===== src/rtl/fib_pkg.sv =====
`default_nettype none
// ----------------------------------------------------------------
// fib_pkg : state encoding and default widths for the step controller
// Rev 1.0
// ----------------------------------------------------------------
package fib_pkg;

  localparam int c_DEF_X = 20;
  localparam int c_DEF_W = 3;

  typedef enum logic [1:0] {
    CLEAR  = 2'd0,
    MANUAL = 2'd1,
    AUTO   = 2'd2,
    HALT   = 2'd3
  } state_t;

endpackage
`default_nettype wire


===== src/rtl/fib_step_controller_tick_prescaler.sv =====
`default_nettype none
// ----------------------------------------------------------------
// tick_prescaler : X-bit free-running counter, one-cycle tick on wrap
// Rev 1.0
// ----------------------------------------------------------------
module tick_prescaler
  import fib_pkg::*;
#(
  parameter int X = c_DEF_X
) (
  input  logic clk,
  input  logic rst_n,
  input  logic i_en,
  input  logic i_clr,
  output logic o_tick
);

  logic [X-1:0] r_cnt;

  always_ff @(posedge clk) begin
    if (!rst_n || i_clr) begin
      r_cnt <= '0;
    end else if (i_en) begin
      r_cnt <= r_cnt + 1'b1;
    end
  end

  // Carry out of the counter: only meaningful while it is counting.
  assign o_tick = i_en & (&r_cnt);

endmodule
`default_nettype wire


===== src/rtl/fib_step_controller.sv =====
`default_nettype none
// ----------------------------------------------------------------
// fib_step_controller : single-clock step/clear sequencer for the Fibonacci counters
// Rev 1.0
// ----------------------------------------------------------------
module fib_step_controller
  import fib_pkg::*;
#(
  parameter int X = c_DEF_X,
  parameter int W = c_DEF_W
) (
  input  logic         clk,
  input  logic         rst_n,
  input  logic         i_but_pulse,
  input  logic         i_rst_req,
  input  logic         i_auto_en,
  input  logic [W-1:0] i_div,
  input  logic         i_fib_ovf,
  output logic         o_step,
  output logic         o_clr,
  output logic [1:0]   o_state
);

  state_t       r_state;
  state_t       w_state_nxt;
  logic         r_auto_q;
  logic         r_pause;
  logic         r_step;
  logic [W-1:0] r_per;
  logic [W-1:0] r_div;
  logic         w_step_nxt;
  logic         w_pause_nxt;
  logic         w_tick;
  logic         w_edge;
  logic         w_abort;
  logic         w_is_clear;
  logic         w_presc_en;
  logic         w_wrap;

  assign w_edge     = i_auto_en ^ r_auto_q;
  assign w_abort    = i_rst_req | w_edge;
  assign w_is_clear = (r_state == CLEAR);
  assign w_presc_en = (r_state == AUTO) & ~r_pause;
  assign w_wrap     = w_tick & (r_per == r_div);

  tick_prescaler #(
    .X(X)
  ) u_prescaler (
    .clk    (clk),
    .rst_n  (rst_n),
    .i_en   (w_presc_en),
    .i_clr  (w_is_clear),
    .o_tick (w_tick)
  );

  always_comb begin
    w_state_nxt = r_state;
    w_step_nxt  = 1'b0;
    w_pause_nxt = r_pause;
    case (r_state)
      CLEAR: begin
        w_state_nxt = i_auto_en ? AUTO : MANUAL;
        w_pause_nxt = 1'b0;
      end
      MANUAL: begin
        if (!w_abort && i_but_pulse) begin
          if (i_fib_ovf) w_state_nxt = HALT;
          else           w_step_nxt  = 1'b1;
        end
      end
      AUTO: begin
        if (!w_abort) begin
          if (i_but_pulse) w_pause_nxt = ~r_pause;
          if (w_wrap) begin
            if (i_fib_ovf) w_state_nxt = HALT;
            else           w_step_nxt  = 1'b1;
          end
        end
      end
      HALT: begin
        w_state_nxt = HALT;
      end
      default: begin
        w_state_nxt = CLEAR;
      end
    endcase
    // CLEAR already re-reads auto_en, so an edge there needs no extra visit.
    if (i_rst_req) begin
      w_state_nxt = CLEAR;
    end else if (w_edge && !w_is_clear) begin
      w_state_nxt = CLEAR;
    end
  end

  always_ff @(posedge clk) begin
    if (!rst_n) begin
      r_state  <= CLEAR;
      r_step   <= 1'b0;
      r_pause  <= 1'b0;
      r_auto_q <= i_auto_en;
    end else begin
      r_state  <= w_state_nxt;
      r_step   <= w_step_nxt;
      r_pause  <= w_pause_nxt;
      r_auto_q <= i_auto_en;
    end
  end

  // Period counter; div is captured at every wrap so a new value applies from the next period.
  always_ff @(posedge clk) begin
    if (!rst_n) begin
      r_per <= '0;
      r_div <= '0;
    end else if (w_is_clear) begin
      r_per <= '0;
      r_div <= i_div;
    end else if (w_tick) begin
      if (r_per == r_div) begin
        r_per <= '0;
        r_div <= i_div;
      end else begin
        r_per <= r_per + 1'b1;
      end
    end
  end

  assign o_step  = r_step;
  assign o_clr   = w_is_clear;
  assign o_state = r_state;

endmodule
`default_nettype wire


===== config.mk =====
export PLATFORM = sky130hd
export DESIGN_NAME = fib_step_controller
export DESIGN_NICKNAME = d
export VERILOG_FILES = /design/src/rtl/fib_pkg.sv /design/src/rtl/fib_step_controller_tick_prescaler.sv /design/src/rtl/fib_step_controller.sv
export SDC_FILE = /design/constraint.sdc
export NUM_CORES = 1
export LEC_CHECK = 0
export ABC_AREA = 1
export CORE_MARGIN = 2
export CORE_UTILIZATION = 32
export CTS_BUF_LIST = sky130_fd_sc_hd__clkbuf_8
export CTS_CLUSTER_SIZE = 28
export DETAILED_ROUTE_END_ITERATION = 16
export HOLD_SLACK_MARGIN = 0.05
export PLACE_DENSITY = 0.53
export SETUP_SLACK_MARGIN = 0.4
export SLEW_MARGIN = 20
export SYNTH_ARGS = -nofsm -noshare
export SYNTH_HDL_FRONTEND = slang
export SYNTH_HIERARCHICAL = 1
export SYNTH_SLANG_ARGS = --single-unit

===== constraint.sdc =====
create_clock -name clk -period 6.41 [get_ports clk]
set_input_delay 0.9615 -clock clk [delete_from_list [all_inputs] [get_ports clk]]
set_output_delay 0.9615 -clock clk [all_outputs]
set_load 0.01 [all_outputs]

==> results.md <==
- Status: completed
- HPWL after DPL: 2.61 mm
- Fin. Hold Viols: 0
- Post-synth EDFFs: 0
- Vias: approximately 1500
- Initial antenna violation count: 0
- CTS buffer count: 5
- Area fraction of the dominant cell type after synthesis: a little over a third
- Asr flop ratio synth: 0%
- NetSw: approximately 120 uW
- Fraction of layout cells with a size suffix above 1: ~14%
- Ports: 13
- Initial DRC Count: slightly below 70
- Mean routed wirelength per cell: between 9 and 10 um
- Die Ht: slightly below 80 um
- Switching part of the total: 27.2%
- Fin Hold WS: 0.487 ns
- Pin count of the biggest net entering global routing: 18
- Worst setup path start: o_state[0]
- FF-to-FF setup slack: roughly 3.4 ns
- Buf+Inv Stages, Crit Path: 3
- Post-DP Area: between 0.0015 and 0.002 sq mm
- Fillcell total: 584
- Worst hold start: u_prescaler/r_cnt[0]
- Syn_nets: 273
- Critical path cell sequence: inv_1, ha_1, inv_1, nor2_1, inv_4, nor2_2, nand2_2, nor2_8, nand3_2, nor2_1, nand2_1, nor2_2, and2_4, nor2_4, o21ai_1, nor2_1
- CP max-delay cell: nor2_1
- Lkg Pwr: about 0.0008 uW
- Reg2reg path depth: 16
- Starting Density: 32.9%
- Vias in the first global route: 1552
- Slowest cell delay on critical path: 0.60 ns
- Diodes inserted: 0
- Global placer's final weighted congestion: roughly 0.78
- RSZ-0062 raised after global routing: false
- Die ar.: 0.00620 sq mm
- Std cell rows: 27
- Reg area: approximately 620 sq um
- DP Worst Slack: ~3.4 ns
- Setup_tns: 0 ns
- Clock Sink Count: 31
- Worst min path class: flop to flop
- Synth Flop Type: dfxtp_1
- Reg power frac: between 40% and 50%
- First-pass GRT wire length: 6.28 mm
- Yosys cell types: 31
- Dominant cell type by area after synthesis: dfxtp_1
- Required @ worst endpoint: 6.58 ns
- CTS Buffer Depth: 2
- CP Data Arrival Time: roughly 3.2 ns
- CTS tree: built
- # nets final: approximately 290
- Finished Cell Area: around 0.0021 sq mm
- Synth area leaders: dfxtp_1, nand2_1, nor2_1
- Core Region: ~0.0054 sq mm
- WL final: 3.47 mm
- Gr ovfl total: 0
- Die W: 78.7 um
- Logic gate share of total power: 17.2%
- CP max FO: 11
- Final Cycle Share: between 40% and 50%
- Count leader, synth: nand2_1
- Cell internal pwr: 327 uW
- Worst VDD drop: 0.0747 mV
- Drt drc: 0
- Mapped Cells: about 260
- Crit path kind: flop to flop
- Crit path top cell by count: nor2_1
- Max cap viols: 0
- Top cells by count, synth: nand2_1, nor2_1, inv_1
- ANT nets after route: 0
- Hold path depth: 1
- Fin worst setup slack: ~3.4 ns
- # setup viols final: 0
- Final Max Tran Viols: 0
- Min cycle time layout: approximately 3.0 ns
- Htree depth: 2
- Seq/Total Area, Yosys: a little over a third
- Synthesis-stage register bit count: 31
- Clk Latency, worst-skew pair: 0.28 ns
- Crit path max-delay family: simple AND/OR/NAND/NOR gates
- Clock root buffer: clkbuf_8
- Clock Skew: a little under 0.005 ns
- Power per Cell Area: between 200 and 250 mW/mm^2
- Post-CTS setup buffer count: 0
- Setup crit start kind: flop
- Syn Area/Cell: between 6 and 7 sq um
- Hold worst-path end: u_prescaler/r_cnt[0]
- Multi-input logic area: 0.00102 sq mm
- I/O Buffers: 12
- Worst-Margin Slew: roughly 0.78 ns
- P&R area growth vs syn: 16.9%
- DRT Pass-1 Iters: 4
- Slew margin rel.: 47.5%
- Hold-fix buffers, CTS: 0
- R2R Path End: r_div[2]
- Warnings from Yosys: 6
- Overall Global Routing Usage: 12.7%
- Cts repair resizes: 0
- Mapped cell area: approximately 0.0018 sq mm
- Max Clk Rate: between 300 and 400 MHz
- Vias per cell: about 4.4
- Clk network pwr share: 37.8%
- Total power draw: about 450 uW
- RR Startpoint: o_state[0]
- CP endpoint kind: flop
- Worst-path clk slew: ~0.070 ns
power by group through the flow:
stage / clock network [uW] / registers [uW] / logic (uW)
floorplan: 0 / 207 / 54.4
global placement: 0 / 207 / 76.9
detailed placement: 0 / 207 / 77.5
CTS: 178 / 202 / 78.0
global route: 187 / 203 / 87.1
finish: 170 / 202 / 77.0
worst max-delay path by stage:
stage | endpoint | slack (ns) | depth (start not counted)
2_1_floorplan | r_div[1] | 4.01 | 17
6_report | r_div[2] | 3.44 | 16
3_3_place_gp | r_div[2] | 3.52 | 16
3_5_place_dp | r_div[2] | 3.44 | 16
4_1_cts | r_div[2] | 3.42 | 16
5_1_grt | r_div[2] | 3.10 | 16
registers in the layout, summed over array words and instances, names as in the netlist:
register,flops
r_auto_q,1
r_div,3
o_state,2
r_per,3
r_pause,1
u_prescaler/r_cnt,20
o_step,1
cells by family (layout without fill, tap and decap cells):
group | after synthesis | after routing | share of synthesized area [%]
AND/OR/NAND/NOR | 152 | 152 | 41.5
buffers and inverters | 37 | 56 | 8.40
XOR/XNOR | 2 | 2 | 0.981
flip-flops | 31 | 31 | 34.7
multiplexers | 1 | 1 | 0.560
AO/OA/AOI/OAI | 29 | 29 | 9.59
adder cells (fa/ha/maj) | 6 | 6 | 4.20
layout make-up:
cell class,count,area share [%]
multi-input cells,190,48.7
inverters,35,6.41
clock inverters,1,0.180
flip-flops and latches,31,29.7
clock buffers,7,4.61
well taps,72,4.31
repair buffers,13,6.11
per-layer routing:
metal  global-route usage (%)  wire, um
met1                     14.1      1690
met2                     22.2      1600
met3                     4.09       120
met4                     5.26        56
met5                        0         0
placed cells by master, fill, tap and decap left out:
cell type and count:
and2_4 1, o21ai_1 2, nand3_1 12, clkdlybuf4s50_1 12, nand2_1 58, a21oi_1 15, clkbuf_8 7, inv_1 34
nor2_2 7, a21oi_4 1, nand4_1 3, mux2i_1 1, nand3_2 4, nor2_4 6, o21ai_0 6, nand3b_1 1
o21ai_2 1, nor3b_1 2, inv_2 1, nand2_2 6, nor3_1 5, xor2_1 2, dfxtp_1 31, nor2_1 45
a21oi_2 1, o211ai_1 1, nand2_4 1, o21bai_1 2, buf_4 1, inv_4 1, nor2_8 1, ha_1 6
metrics by stage:
step,std cells,utilization (%)
finish,349,38.4
floorplan,258,-
global placement,341,36.6
global route,349,38.4
detailed placement,341,36.6
CTS,349,38.4
Power figures use the tool's default switching activity.
